==> config.mk <==
export PLATFORM = sky130hd
export DESIGN_NAME = seq_signed_divider
export DESIGN_NICKNAME = d
export VERILOG_FILES = /design/src/rtl/divider_pkg.sv /design/src/rtl/div_step.sv /design/src/rtl/seq_signed_divider.sv
export SDC_FILE = /design/constraint.sdc
export NUM_CORES = 1
export LEC_CHECK = 0
export CORE_MARGIN = 2
export CORE_UTILIZATION = 30
export DETAILED_ROUTE_END_ITERATION = 10
export GPL_TIMING_DRIVEN = 0
export PLACE_DENSITY = 0.58
export SYNTH_ARGS = -nofsm -noshare
export SYNTH_HDL_FRONTEND = slang
export SYNTH_HIERARCHICAL = 1
export SYNTH_SLANG_ARGS = --single-unit
==> constraint.sdc <==
create_clock -name clk -period 3.87 [get_ports clk]
set_input_delay 0.387 -clock clk [delete_from_list [all_inputs] [get_ports clk]]
set_output_delay 0.387 -clock clk [all_outputs]
set_load 0.005 [all_outputs]
==> src/rtl/divider_pkg.sv <==
// Shared types and constants for the sequential signed divider.
package divider_pkg;

    localparam int DIV_WIDTH_DEFAULT = 32;

    localparam logic [DIV_WIDTH_DEFAULT-1:0] DIV_BY_ZERO_QUOTIENT = {DIV_WIDTH_DEFAULT{1'b1}};

    typedef enum logic [1:0] {
        IDLE = 2'd0,
        CALC = 2'd1,
        FIX  = 2'd2,
        DONE = 2'd3
    } div_state_e;

endpackage

==> src/rtl/div_step.sv <==
// One combinational restoring-division step: shift in the next dividend bit,
// try subtracting the divisor magnitude, keep the result only if non-negative.
module div_step #(
    parameter int WIDTH = 32
) (
    input  logic [WIDTH-1:0] rem_i,
    input  logic             dvd_bit_i,
    input  logic [WIDTH-1:0] dmag_i,
    output logic [WIDTH-1:0] rem_o,
    output logic             q_bit_o
);

    logic [WIDTH:0] shifted_s;
    logic [WIDTH:0] trial_s;

    assign shifted_s = {rem_i, dvd_bit_i};
    assign trial_s   = shifted_s - {1'b0, dmag_i};

    // A negative trial means the shifted remainder is below the divisor: restore.
    always_comb begin
        if (trial_s[WIDTH] == 1'b0) begin
            rem_o   = trial_s[WIDTH-1:0];
            q_bit_o = 1'b1;
        end else begin
            rem_o   = shifted_s[WIDTH-1:0];
            q_bit_o = 1'b0;
        end
    end

endmodule

==> src/rtl/seq_signed_divider.sv <==
// Iterative radix-2 restoring signed divider with start/busy/done handshake.
// Optional macro DIV_UNSIGNED_EN adds an is_signed input for unsigned operation.
module seq_signed_divider
    import divider_pkg::*;
#(
    parameter int WIDTH = DIV_WIDTH_DEFAULT
) (
    input  logic             clk,
    input  logic             rst,
    input  logic             start,
    input  logic [WIDTH-1:0] dividend,
    input  logic [WIDTH-1:0] divisor,
`ifdef DIV_UNSIGNED_EN
    input  logic             is_signed,
`endif
    output logic             busy,
    output logic             done,
    output logic [WIDTH-1:0] quotient,
    output logic [WIDTH-1:0] remainder,
    output logic             div_by_zero
);

    localparam int CW = (WIDTH > 2) ? $clog2(WIDTH) : 1;

    function automatic logic [WIDTH-1:0] neg_if(input logic [WIDTH-1:0] v, input logic n);
        return n ? (~v + {{(WIDTH-1){1'b0}}, 1'b1}) : v;
    endfunction

    div_state_e      state_q, state_d;
    logic [CW-1:0]   cnt_q, cnt_d;
    logic [WIDTH-1:0] rem_q, rem_d;
    logic [WIDTH-1:0] dq_q, dq_d;
    logic [WIDTH-1:0] dmag_q, dmag_d;
    logic            q_neg_q, q_neg_d;
    logic            r_neg_q, r_neg_d;
    logic            dz_q, dz_d;
    logic            busy_q, busy_d;
    logic            done_q, done_d;
    logic [WIDTH-1:0] quot_q, quot_d;
    logic [WIDTH-1:0] rmd_q, rmd_d;
    logic            dbz_q, dbz_d;

    logic            sa_s, sb_s;
    logic [WIDTH-1:0] step_rem_s;
    logic            step_bit_s;

`ifdef DIV_UNSIGNED_EN
    assign sa_s = is_signed & dividend[WIDTH-1];
    assign sb_s = is_signed & divisor[WIDTH-1];
`else
    assign sa_s = dividend[WIDTH-1];
    assign sb_s = divisor[WIDTH-1];
`endif

    div_step #(.WIDTH(WIDTH)) u_step (
        .rem_i     (rem_q),
        .dvd_bit_i (dq_q[WIDTH-1]),
        .dmag_i    (dmag_q),
        .rem_o     (step_rem_s),
        .q_bit_o   (step_bit_s)
    );

    // Next-state and datapath control; dq holds the dividend magnitude and
    // fills with quotient bits from the right as it shifts out.
    always_comb begin
        state_d = state_q;
        cnt_d   = cnt_q;
        rem_d   = rem_q;
        dq_d    = dq_q;
        dmag_d  = dmag_q;
        q_neg_d = q_neg_q;
        r_neg_d = r_neg_q;
        dz_d    = dz_q;
        quot_d  = quot_q;
        rmd_d   = rmd_q;
        dbz_d   = dbz_q;
        case (state_q)
            IDLE: begin
                if (start) begin
                    q_neg_d = sa_s ^ sb_s;
                    r_neg_d = sa_s;
                    dmag_d  = neg_if(divisor, sb_s);
                    dq_d    = neg_if(dividend, sa_s);
                    dbz_d   = 1'b0;
                    if (divisor == {WIDTH{1'b0}}) begin
                        // rem holds the raw dividend so FIX can return it unchanged.
                        dz_d    = 1'b1;
                        rem_d   = dividend;
                        state_d = FIX;
                    end else begin
                        dz_d    = 1'b0;
                        rem_d   = {WIDTH{1'b0}};
                        cnt_d   = CW'(WIDTH - 1);
                        state_d = CALC;
                    end
                end else begin
                    state_d = IDLE;
                end
            end
            CALC: begin
                rem_d = step_rem_s;
                dq_d  = {dq_q[WIDTH-2:0], step_bit_s};
                if (cnt_q == {CW{1'b0}}) begin
                    state_d = FIX;
                end else begin
                    cnt_d = cnt_q - {{(CW-1){1'b0}}, 1'b1};
                end
            end
            FIX: begin
                if (dz_q) begin
                    quot_d = {WIDTH{1'b1}};
                    rmd_d  = rem_q;
                    dbz_d  = 1'b1;
                end else begin
                    quot_d = neg_if(dq_q, q_neg_q);
                    rmd_d  = neg_if(rem_q, r_neg_q);
                end
                state_d = DONE;
            end
            DONE: begin
                state_d = IDLE;
            end
            default: begin
                state_d = IDLE;
            end
        endcase
        busy_d = (state_d == CALC) || (state_d == FIX);
        done_d = (state_d == DONE);
    end

    // State and output registers with synchronous active-low reset.
    always_ff @(posedge clk) begin
        if (!rst) begin
            state_q <= IDLE;
            cnt_q   <= {CW{1'b0}};
            rem_q   <= {WIDTH{1'b0}};
            dq_q    <= {WIDTH{1'b0}};
            dmag_q  <= {WIDTH{1'b0}};
            q_neg_q <= 1'b0;
            r_neg_q <= 1'b0;
            dz_q    <= 1'b0;
            busy_q  <= 1'b0;
            done_q  <= 1'b0;
            quot_q  <= {WIDTH{1'b0}};
            rmd_q   <= {WIDTH{1'b0}};
            dbz_q   <= 1'b0;
        end else begin
            state_q <= state_d;
            cnt_q   <= cnt_d;
            rem_q   <= rem_d;
            dq_q    <= dq_d;
            dmag_q  <= dmag_d;
            q_neg_q <= q_neg_d;
            r_neg_q <= r_neg_d;
            dz_q    <= dz_d;
            busy_q  <= busy_d;
            done_q  <= done_d;
            quot_q  <= quot_d;
            rmd_q   <= rmd_d;
            dbz_q   <= dbz_d;
        end
    end

    assign busy        = busy_q;
    assign done        = done_q;
    assign quotient    = quot_q;
    assign remainder   = rmd_q;
    assign div_by_zero = dbz_q;

endmodule

==> impl_metrics.env <==
export IMPL_port_buffers=129
export IMPL_core_mm2=0.0377
export IMPL_fp_dieH_um=200
export IMPL_r2r_start="dq_q[31]"
export IMPL_cp_data_arrival_time_ps=4040
export IMPL_num_antenna_cells=0
export IMPL_first_iter_violations=1197
export IMPL_n_fill_cell=3976
export IMPL_leakage_nw=5.05
export IMPL_p_clk_share_pct=20.1
export IMPL_wl_per_cell_um=21.3
export IMPL_cts_root_buffer="clkbuf_16"
export IMPL_area_growth_pct=22.3
export IMPL_grt_pass1_wl_mm=67.3
export IMPL_yosysWarnings=6
export IMPL_start_util_pct=30.5
export IMPL_holdCritStartpoint="dividend[6]"
export IMPL_synth_top_cells_by_count="dfxtp_1, a21oi_1, nor2_1"
export IMPL_worst_hold_slack_ps=310
export IMPL_reg2reg_setup_slack_ps=170
export IMPL_cp_cell_sequence="clkdlybuf4s50_1 > or4_1 > nor4_2 > nand4_1 > or2_1 > clkbuf_1 > clkbuf_1 > nand2_1 > ha_1 > and2_1"
export IMPL_clk_pin_slew_ps=70
export IMPL_first_pass_iters=6
export IMPL_rsz0062_at_grt="no"
export IMPL_synth_top_area_cell="dfxtp_1"
export IMPL_vias_per_cell=5.69
export IMPL_dp_slack_ps=-416
export IMPL_syn_inst=1454
export IMPL_start_kind="input port"
export IMPL_reg2regPathDepth=16
export IMPL_crit_path_max_incr_delay_ps=690
export IMPL_hold_viol=0
export IMPL_p_seq_share_pct=28.5
export IMPL_synthesis_area_mm2=0.0115
export IMPL_max_slew_margin_rel_pct=18.3
export IMPL_dieArea_mm2=0.0399
export IMPL_cts_tree="done"
export IMPL_finalClockSkew_ps=12.0
export IMPL_status="complete, no violations"
export IMPL_dp_cells=2094
export IMPL_ys_ff_latch=173
export IMPL_r2r_end="rem_q[22]"
export IMPL_die_w_um=200
export IMPL_ant_nets=0
export IMPL_cp_required_ps=4210
export IMPL_fin_crit_sh_pct=95.7
export IMPL_hold_path_class="in -> reg"
export IMPL_avgSynthCellArea_um2=7.91
export IMPL_drive_gt1_share_pct=5.87
export IMPL_crit_top_cell="clkbuf_1"
export IMPL_internal_power_mw=4.62
export IMPL_synth_edff_count=0
export IMPL_min_period_ps=3700
export IMPL_hold_buffers=0
export IMPL_critical_path_top_delay_family="simple AND/OR/NAND/NOR gates"
export IMPL_rows=71
export IMPL_powerDensity_mw_per_mm2=592
export IMPL_yosysUniqueCellTypes=80
export IMPL_ir_worst_vdd_mv=0.281
export IMPL_comb_power_share_pct=51.5
export IMPL_grt_antenna_before_repair=0
export IMPL_cp_num_buf_inv=3
export IMPL_ys_async_sr_fraction_pct=0
export IMPL_hold_path_cell_count=3
export IMPL_final_nets=1711
export IMPL_hold_end="rem_q[6]"
export IMPL_swShare_pct=44.5
export IMPL_ctsLongestPathBuffers=2
export IMPL_crit_start="divisor[11]"
export IMPL_synth_area_leaders="dfxtp_1, xor2_1, a21oi_1, ha_1, xnor2_1"
export IMPL_overflow=0
export IMPL_synth_most_common_cell="dfxtp_1"
export IMPL_setup_slack_ps=166
export IMPL_crit_type="in -> reg"
export IMPL_grt_max_degree=17
export IMPL_seq_area_frac_synth_pct=30.1
export IMPL_setup_viol=0
export IMPL_dp_hpwl_mm=35.4
export IMPL_dr_total_vias=12100
export IMPL_ys_dominant_reg_cell="dfxtp_1"
export IMPL_switching_power_mw=3.71
export IMPL_clock_latency_ps=450
export IMPL_power_mw=8.32
export IMPL_slowest_stage="or4_1"
export IMPL_synth_top_cell_area_share_pct=30.1
export IMPL_numCtsBuffers=17
export IMPL_finalNonFillerCells=2129
export IMPL_drc=0
export IMPL_h_tree_depth=4
export IMPL_pin_count=134
export IMPL_drt_wl_total_mm=45.3
export IMPL_tns_ps=0
export IMPL_drv_cap=0
export IMPL_drv_slew=0
export IMPL_grt_pass1_vias=11200
export IMPL_crit_fanout=10
export IMPL_clock_sinks=173
export IMPL_gp_congestion=0.927
export IMPL_grt_usage_pct=22.2
export IMPL_fmax_mhz=270
export IMPL_syn_num_nets=1560
export IMPL_tightestPinTransition_ps=1210
export IMPL_end_kind="register"
==> power by group through the flow <==
stage          Clock, mW  Sequential (mW)  Combinational, mW
2_1_floorplan          0             2.28               2.99
3_3_place_gp           0             2.39               4.11
3_5_place_dp           0             2.40               4.13
4_1_cts             1.68             2.36               4.16
5_1_grt             1.76             2.40               4.66
6_report            1.67             2.37               4.28
==> sequential cells by signal, indices dropped and copies added (netlist names) <==
signal       cells
done             1
rem_q           32
r_neg_q          1
dz_q             1
dq_q            32
dmag_q          32
remainder       32
state_q          2
busy             1
q_neg_q          1
cnt_q            5
div_by_zero      1
quotient        32
==> worst max-delay path by stage <==
stage,to,depth (start not counted)
2_1_floorplan,rem_q[13],16
3_3_place_gp,busy,10
3_5_place_dp,busy,10
4_1_cts,rem_q[24],16
5_1_grt,busy,10
6_report,busy,10
==> cell type report <==
class                      instances  area, um2  share of cell area (%)
multi-input combinational       1115       7440                    52.9
sequential                       173       3480                    24.7
timing repair buffer             132       1310                    9.34
tap                              511        639                    4.54
clock buffer                      21        470                    3.34
buffer                           110        435                    3.09
inverter                          56        210                    1.49
clock inverter                    11       83.8                   0.596
==> per-layer routing <==
| layer | vias up | track usage, % | wire length, um |
|---|---|---|---|
| li1 | 5711 | - | - |
| met1 | 5821 | 31.0 | 21200 |
| met2 | 499 | 34.4 | 19900 |
| met3 | 73 | 4.17 | 3130 |
| met4 | 0 | 7.24 | 1150 |
| met5 | - | 0 | 0 |
==> metrics by stage <==
stage / util, % / cell area (um2)
floorplan: - / 11500
global placement: 35.7 / 13400
detailed placement: 35.7 / 13400
CTS: 37.2 / 14000
global route: 37.4 / 14100
finish: 37.4 / 14100
==> kinds of logic (layout without fill, tap and decap cells) <==
logic type,Yosys count,count (layout),synth area share [%]
AO/OA/AOI/OAI,494,494,27.9
buffers and inverters,166,330,5.60
multiplexers,40,40,4.34
flip-flops,173,173,30.1
XOR/XNOR,117,117,8.91
adder cells (fa/ha/maj),39,39,4.31
AND/OR/NAND/NOR,425,425,18.9
==> repair_timing <==
action	in CTS	in global routing
setup buffers	0	3
resized for setup	5	15
pin swaps	0	3
setup endpoints to repair	22	32
==> worst register-to-register path: cells and delay by family, from the launching register on <==
family / cells / cell delay [ps]
muxes: 2 / 510
buffers and inverters: 3 / 410
adders and majority gates: 2 / 610
and+or+nand+nor: 3 / 500
AOI/OAI and AO/OA: 6 / 1130
DFF: 1 / 390
==> cell usage in the layout (no fill, tap or decap), drive strengths merged, types with 12 or more instances in the layout <==
master	count
a211oi	34
a21o	20
a21oi	120
a22oi	43
a31oi	19
and3	18
buf	15
clkbuf	119
clkdlybuf4s50	129
dfxtp	173
ha	38
inv	57
mux2	22
mux2i	18
nand2	93
nand2b	12
nand3	39
nand4	13
nor2	107
nor3	36
nor4	21
o21ai	94
o22ai	44
o31ai	28
o41ai	24
or3	17
or4	25
xnor2	46
xor2	71
Power figures use the tool's default switching activity.
